$ cat src/rtl/bcd_gray_arbiter_pkg.sv
// Shared types and helpers for the two-requester BCD-to-Gray arbiter.
package bcd_gray_pkg;

  typedef enum logic {
    EMPTY = 1'b0,
    FULL  = 1'b1
  } slot_state_e;

  localparam int unsigned BCD_MAX = 9;

  // Binary-to-Gray over the low `width` bits; the MSB passes through unchanged.
  function automatic logic [31:0] bin2gray(input logic [31:0] b, input int unsigned width);
    logic [31:0] mask;
    mask = (width >= 32) ? '1 : ((32'd1 << width) - 32'd1);
    return (b ^ (b >> 1)) & mask;
  endfunction

endpackage

$ cat src/rtl/bcd_gray_arbiter_if.sv
// Request, response and result signals between digit producers, the arbiter and the consumer.
interface bcd_gray_arbiter_if #(
  parameter int unsigned WIDTH = 4
);

  logic             req0_valid;
  logic [WIDTH-1:0] req0_data;
  logic             req0_ready;
  logic             req1_valid;
  logic [WIDTH-1:0] req1_data;
  logic             req1_ready;
  logic             out_valid;
  logic [WIDTH-1:0] out_data;
  logic             out_src;
  logic             out_err;
  logic             out_ready;

  // Environment side: producers and the downstream consumer.
  modport master (
    output req0_valid, req0_data, req1_valid, req1_data, out_ready,
    input  req0_ready, req1_ready, out_valid, out_data, out_src, out_err
  );

  // Arbiter side.
  modport slave (
    input  req0_valid, req0_data, req1_valid, req1_data, out_ready,
    output req0_ready, req1_ready, out_valid, out_data, out_src, out_err
  );

endinterface

$ cat src/rtl/bcd_gray_arbiter_gray_conv_core.sv
// Combinational WIDTH-bit binary-to-Gray converter shared by both requesters.
module gray_conv_core
  import bcd_gray_pkg::*;
#(
  parameter int unsigned WIDTH = 4
) (
  input  logic [WIDTH-1:0] bin,
  output logic [WIDTH-1:0] gray
);

  assign gray = WIDTH'(bin2gray(32'(bin), WIDTH));

endmodule

$ cat src/rtl/bcd_gray_arbiter.sv
// Round-robin arbiter feeding one shared BCD-to-Gray converter into a single result slot.
// Define BCD_CHECK_EN to register an invalid-BCD flag alongside each result.
module bcd_gray_arbiter
  import bcd_gray_pkg::*;
#(
  parameter int unsigned WIDTH      = 4,
  parameter bit          PRIO_RESET = 1'b0
) (
  input logic               clk,
  input logic               rst,
  bcd_gray_arbiter_if.slave bus
);

  slot_state_e      state_q, state_d;
  logic             last_grant_q, last_grant_d;
  logic [WIDTH-1:0] data_q;
  logic             src_q;
  logic             can_load;
  logic             gnt0, gnt1, any_grant;
  logic [WIDTH-1:0] conv_in, conv_out;

  assign can_load = (state_q == EMPTY) | bus.out_ready;

  // Grants are held off during reset so nothing is accepted and then dropped.
  always_comb begin
    gnt0 = 1'b0;
    gnt1 = 1'b0;
    if (!rst && can_load) begin
      if (bus.req0_valid && bus.req1_valid) begin
        gnt0 = last_grant_q;
        gnt1 = ~last_grant_q;
      end else begin
        gnt0 = bus.req0_valid;
        gnt1 = bus.req1_valid;
      end
    end
  end

  assign any_grant = gnt0 | gnt1;
  assign conv_in   = gnt1 ? bus.req1_data : bus.req0_data;

  gray_conv_core #(
    .WIDTH(WIDTH)
  ) u_conv (
    .bin  (conv_in),
    .gray (conv_out)
  );

  always_comb begin
    state_d      = state_q;
    last_grant_d = last_grant_q;
    if (any_grant) begin
      last_grant_d = gnt1;
    end
    unique case (state_q)
      EMPTY: begin
        if (any_grant) begin
          state_d = FULL;
        end
      end
      FULL: begin
        if (any_grant) begin
          state_d = FULL;
        end else if (bus.out_ready) begin
          state_d = EMPTY;
        end
      end
      default: state_d = EMPTY;
    endcase
  end

  always_ff @(posedge clk) begin
    if (rst) begin
      state_q      <= EMPTY;
      last_grant_q <= ~PRIO_RESET;
      data_q       <= '0;
      src_q        <= 1'b0;
    end else begin
      state_q      <= state_d;
      last_grant_q <= last_grant_d;
      if (any_grant) begin
        data_q <= conv_out;
        src_q  <= gnt1;
      end
    end
  end

`ifdef BCD_CHECK_EN
  logic err_q;
  logic err_d;

  // Digits narrower than 4 bits can never exceed 9.
  if (WIDTH >= 4) begin : g_bcd_chk
    assign err_d = (conv_in[3:0] > 4'(BCD_MAX));
  end else begin : g_bcd_nochk
    assign err_d = 1'b0;
  end

  always_ff @(posedge clk) begin
    if (rst) begin
      err_q <= 1'b0;
    end else if (any_grant) begin
      err_q <= err_d;
    end
  end

  assign bus.out_err = err_q;
`else
  assign bus.out_err = 1'b0;
`endif

  assign bus.req0_ready = gnt0;
  assign bus.req1_ready = gnt1;
  assign bus.out_valid  = (state_q == FULL);
  assign bus.out_data   = data_q;
  assign bus.out_src    = src_q;

endmodule

$ cat src/flat_wrapper.sv
// flat-port wrapper written by rule: the top's interface ports become plain ports
module bcd_gray_arbiter_flat import bcd_gray_pkg::*;
#(
  parameter int unsigned WIDTH      = 4,
  parameter bit          PRIO_RESET = 1'b0
)
  (clk, rst, bus_req0_valid, bus_req0_data, bus_req1_valid, bus_req1_data, bus_out_ready, bus_req0_ready, bus_req1_ready, bus_out_valid, bus_out_data, bus_out_src, bus_out_err);
  bcd_gray_arbiter_if #(.WIDTH(WIDTH)) bus_i ();
  input logic clk;
  input logic rst;
  input wire logic [$bits(bus_i.req0_valid)-1:0] bus_req0_valid;
  input wire logic [$bits(bus_i.req0_data)-1:0] bus_req0_data;
  input wire logic [$bits(bus_i.req1_valid)-1:0] bus_req1_valid;
  input wire logic [$bits(bus_i.req1_data)-1:0] bus_req1_data;
  input wire logic [$bits(bus_i.out_ready)-1:0] bus_out_ready;
  output wire logic [$bits(bus_i.req0_ready)-1:0] bus_req0_ready;
  output wire logic [$bits(bus_i.req1_ready)-1:0] bus_req1_ready;
  output wire logic [$bits(bus_i.out_valid)-1:0] bus_out_valid;
  output wire logic [$bits(bus_i.out_data)-1:0] bus_out_data;
  output wire logic [$bits(bus_i.out_src)-1:0] bus_out_src;
  output wire logic [$bits(bus_i.out_err)-1:0] bus_out_err;
  assign bus_i.req0_valid = bus_req0_valid;
  assign bus_i.req0_data = bus_req0_data;
  assign bus_i.req1_valid = bus_req1_valid;
  assign bus_i.req1_data = bus_req1_data;
  assign bus_i.out_ready = bus_out_ready;
  assign bus_req0_ready = bus_i.req0_ready;
  assign bus_req1_ready = bus_i.req1_ready;
  assign bus_out_valid = bus_i.out_valid;
  assign bus_out_data = bus_i.out_data;
  assign bus_out_src = bus_i.out_src;
  assign bus_out_err = bus_i.out_err;
  bcd_gray_arbiter #(.WIDTH(WIDTH), .PRIO_RESET(PRIO_RESET)) u_core (.clk(clk), .rst(rst), .bus(bus_i));
endmodule
$ cat config.mk
export PLATFORM = sky130hd
export DESIGN_NAME = bcd_gray_arbiter_flat
export DESIGN_NICKNAME = d
export VERILOG_FILES = /design/src/rtl/bcd_gray_arbiter_pkg.sv /design/src/rtl/bcd_gray_arbiter_if.sv /design/src/rtl/bcd_gray_arbiter_gray_conv_core.sv /design/src/rtl/bcd_gray_arbiter.sv /design/src/flat_wrapper.sv
export SDC_FILE = /design/constraint.sdc
export NUM_CORES = 1
export LEC_CHECK = 0
export ABC_AREA = 1
export BUFFER_PORTS_ARGS = -buffer_cell sky130_fd_sc_hd__clkbuf_2
export CAP_MARGIN = 0
export CORE_AREA = 5 5 42 44
export DETAILED_ROUTE_END_ITERATION = 6
export DIE_AREA = 0 0 47 49
export GPL_ROUTABILITY_DRIVEN = 0
export PLACE_DENSITY = 0.63
export SLEW_MARGIN = 10
export SYNTH_ARGS = -nofsm -noshare
export SYNTH_HDL_FRONTEND = slang
export SYNTH_HIERARCHICAL = 1
export SYNTH_SLANG_ARGS = --single-unit
$ cat constraint.sdc
create_clock -name clk -period 1.1 [get_ports clk]
set_input_delay 0.22 -clock clk [delete_from_list [all_inputs] [get_ports clk]]
set_output_delay 0.22 -clock clk [all_outputs]
set_load 0.005 [all_outputs]
==> flow_summary.toml <==
[status]
status = "finished with violations"
violations = "setup timing"

[yosys]
synth_nets = 81
yosysSeqAreaShare_pct = 32.3
synth_cells = 68
synth_area_per_cell_um2 = 6.38
ys_ff_latch = 7
synth.distinct_cells = 16
ys_warn_count = 6
synth_area_um2 = 434

[cells_and_area]
nets = 120
area_growth_pct = 66.9
fin_util_pct = 51.7
layout_commonest_cell = "nand2_1"
final_cell_mix = "nand2_1, clkbuf_2, buf_4, nor2_1"
postLayoutCellArea_um2 = 724
layout-drive-gt1-share_pct = 50.0
antenna_cells = 0

[timing]
period_minus_slack_ns = 1.28
setup_ws_ns = -0.178
setup_viol_count_final = 6
maxClockFrequency_mhz = 783
rsz0062_at_grt = "true"
hold_viol = 0
fin_crit_sh_pct = 116
slew_viol_final = 0
clock_skew_ns = 0.00275

[global_routing]
grt_pass1_vias = 472
grt.overflow.total = 0
grt_antenna_before_repair = 0
grt_usage_pct = 10.1
grt_max_degree = 7
grt_pass1_wl_um = 1750

[routing]
drc_errors = 0
routed_wirelength_um = 1170
vias_per_cell = 4.35
wl_per_cell_um = 9.56
first_iter_violations = 7
vias = 531
firstDrtPassIters = 4
ant_nets = 0

[floorplan]
die_y_um = 49
die_x_um = 47
std_cell_rows = 14
start_util_pct = 31.0
io-pin-count = 22
die-area_um2 = 2300
placeableCoreArea_um2 = 1400

[worst_setup_path]
endpoint_kind = "output port"
crit_chain = "a21oi_4, nand3_4, clkinv_2, clkbuf_2"
cp_slowest_cell = "dfxtp_2"
rr_endpoint = "u_core/bus.out_data[3]"
start_kind = "flop"
cp-startpoint = "u_core/bus.out_valid"
critPathBufInv = 2
max_stage_delay_ns = 0.33
crit_cells = 4
ff2ff_setup_slack_ns = -0.17
r2r-start = "u_core/bus.out_valid"
worstPathRequired_ns = 0.88
cp_top_family = "flip-flops"
cp.arrival_ns = 1.06
critical_path_class = "reg -> out"
critPathMaxFanout = 5
r2r_cells = 8
cp-endpoint = "bus_req1_ready"

[run]
max_cap_viol_count = 0

[clock_network]
h-tree-depth = 1
cts_root_buffer = "clkbuf_4"
clk_pin_slew_worst_paths_ns = 0.05
clock_latency_ns = 0.24
clkSinkCount = 7
clock_path_buffers = 2
cts_buffers = 3
cts_tree = "built"

[placed_design]
dp_hpwl_um = 898
portBuffers = 20
pre_cts_slack_ns = -0.243
placed_area_um2 = 631

[min_path]
hp-class = "in -> reg"

[pwr]
netSwitchingFraction_pct = 28.4
power_switching_uw = 212
intPower_uw = 534
clkPwrFrac_pct = 30.0
power_frac_comb_pct = 31.5
static-leakage-power_uw = 0.000419
seq_power_share_pct = 38.5
powerDensity_nw_per_um2 = 1030
vdd_drop_max_v = 0.000424
==> power groups by stage <==
stage	clock network, uW	registers (uW)	logic (uW)
6_report	224	287	235
5_1_grt	254	289	265
4_1_cts	232	287	219
3_5_place_dp	0	292	206
3_3_place_gp	0	291	203
2_1_floorplan	0	294	106
==> routing by layer <==
metal	global-route usage, %	routed length (um)	up-vias
met4	5.53	13	0
met5	0	0	-
li1	-	-	284
met3	1.11	102	2
met2	17.2	603	22
met1	11.7	446	223
==> synthesized netlist by cell type, drive strengths merged <==
cell type | instances | area, um^2
a21oi | 4 | 23.8
buf | 2 | 15.0
clkinv | 1 | 5.00
conb | 1 | 3.75
dfxtp | 7 | 140
inv | 7 | 26.3
nand2 | 28 | 108
nand3 | 5 | 47.6
nand3b | 4 | 30.0
nor2 | 8 | 30.0
o21ai | 1 | 5.00
==> logic make-up (layout without fill, tap and decap cells) <==
| group | count (synthesis) | after routing | share of synthesized area [%] |
|---|---|---|---|
| flip-flops | 7 | 7 | 32.3 |
| AO/OA/AOI/OAI | 5 | 5 | 6.63 |
| buffers and inverters | 10 | 48 | 10.7 |
| AND/OR/NAND/NOR | 45 | 45 | 49.6 |
| other | 1 | 1 | 0.864 |
==> sequential cells by signal, indices dropped and copies added, names as in the netlist <==
signal / count
u_core/last_grant_q: 1
u_core/bus.out_src: 1
u_core/bus.out_valid: 1
u_core/bus.out_data: 4
==> worst min path at each step <==
stage                            start              endpoint  slack, ns  cells after the start
floorplan                          rst  u_core/bus.out_valid       0.28                      1
detailed placement  u_core/bus.out_src    u_core/bus.out_src       0.48                      2
global route                       rst  u_core/bus.out_valid       0.32                      3
CTS                                rst  u_core/bus.out_valid       0.27                      3
finish                             rst  u_core/bus.out_valid       0.32                      3
global placement    u_core/bus.out_src    u_core/bus.out_src       0.47                      2
==> layout make-up <==
cell class | instances | area, um^2
clock buffer | 4 | 26.3
fill | 156 | 677
inverter | 8 | 31.3
multi-input combinational | 51 | 285
sequential | 7 | 141
tap | 16 | 20.0
timing repair buffer | 36 | 220
==> metrics by stage <==
step	setup TNS [ns]	hold WS, ns	power, uW	instances
finish	-0.922	0.317	746	122
global route	-1.49	0.322	808	122
detailed placement	-0.882	0.476	498	114
floorplan	-0.313	0.282	400	68
CTS	-0.948	0.269	738	121
global placement	-0.733	0.472	494	114
==> worst reg2reg max path, stage by stage (launching register included) <==
cell     delay (ns)
dfxtp_2        0.33
a21oi_4        0.18
nand3_4        0.11
buf_4          0.15
nand2_1        0.07
nand2_2        0.06
buf_4          0.13
nor2_2         0.09
nor2_1         0.05
==> repair_timing <==
action | in CTS | in global routing
resized for setup | 2 | 8
hold buffers | 0 | 0
hold endpoints to repair | 0 | 0
pin swaps | 2 | 2
setup endpoints to repair | 6 | 6
setup buffers | 3 | 1
(Power assumes the default switching activity.)
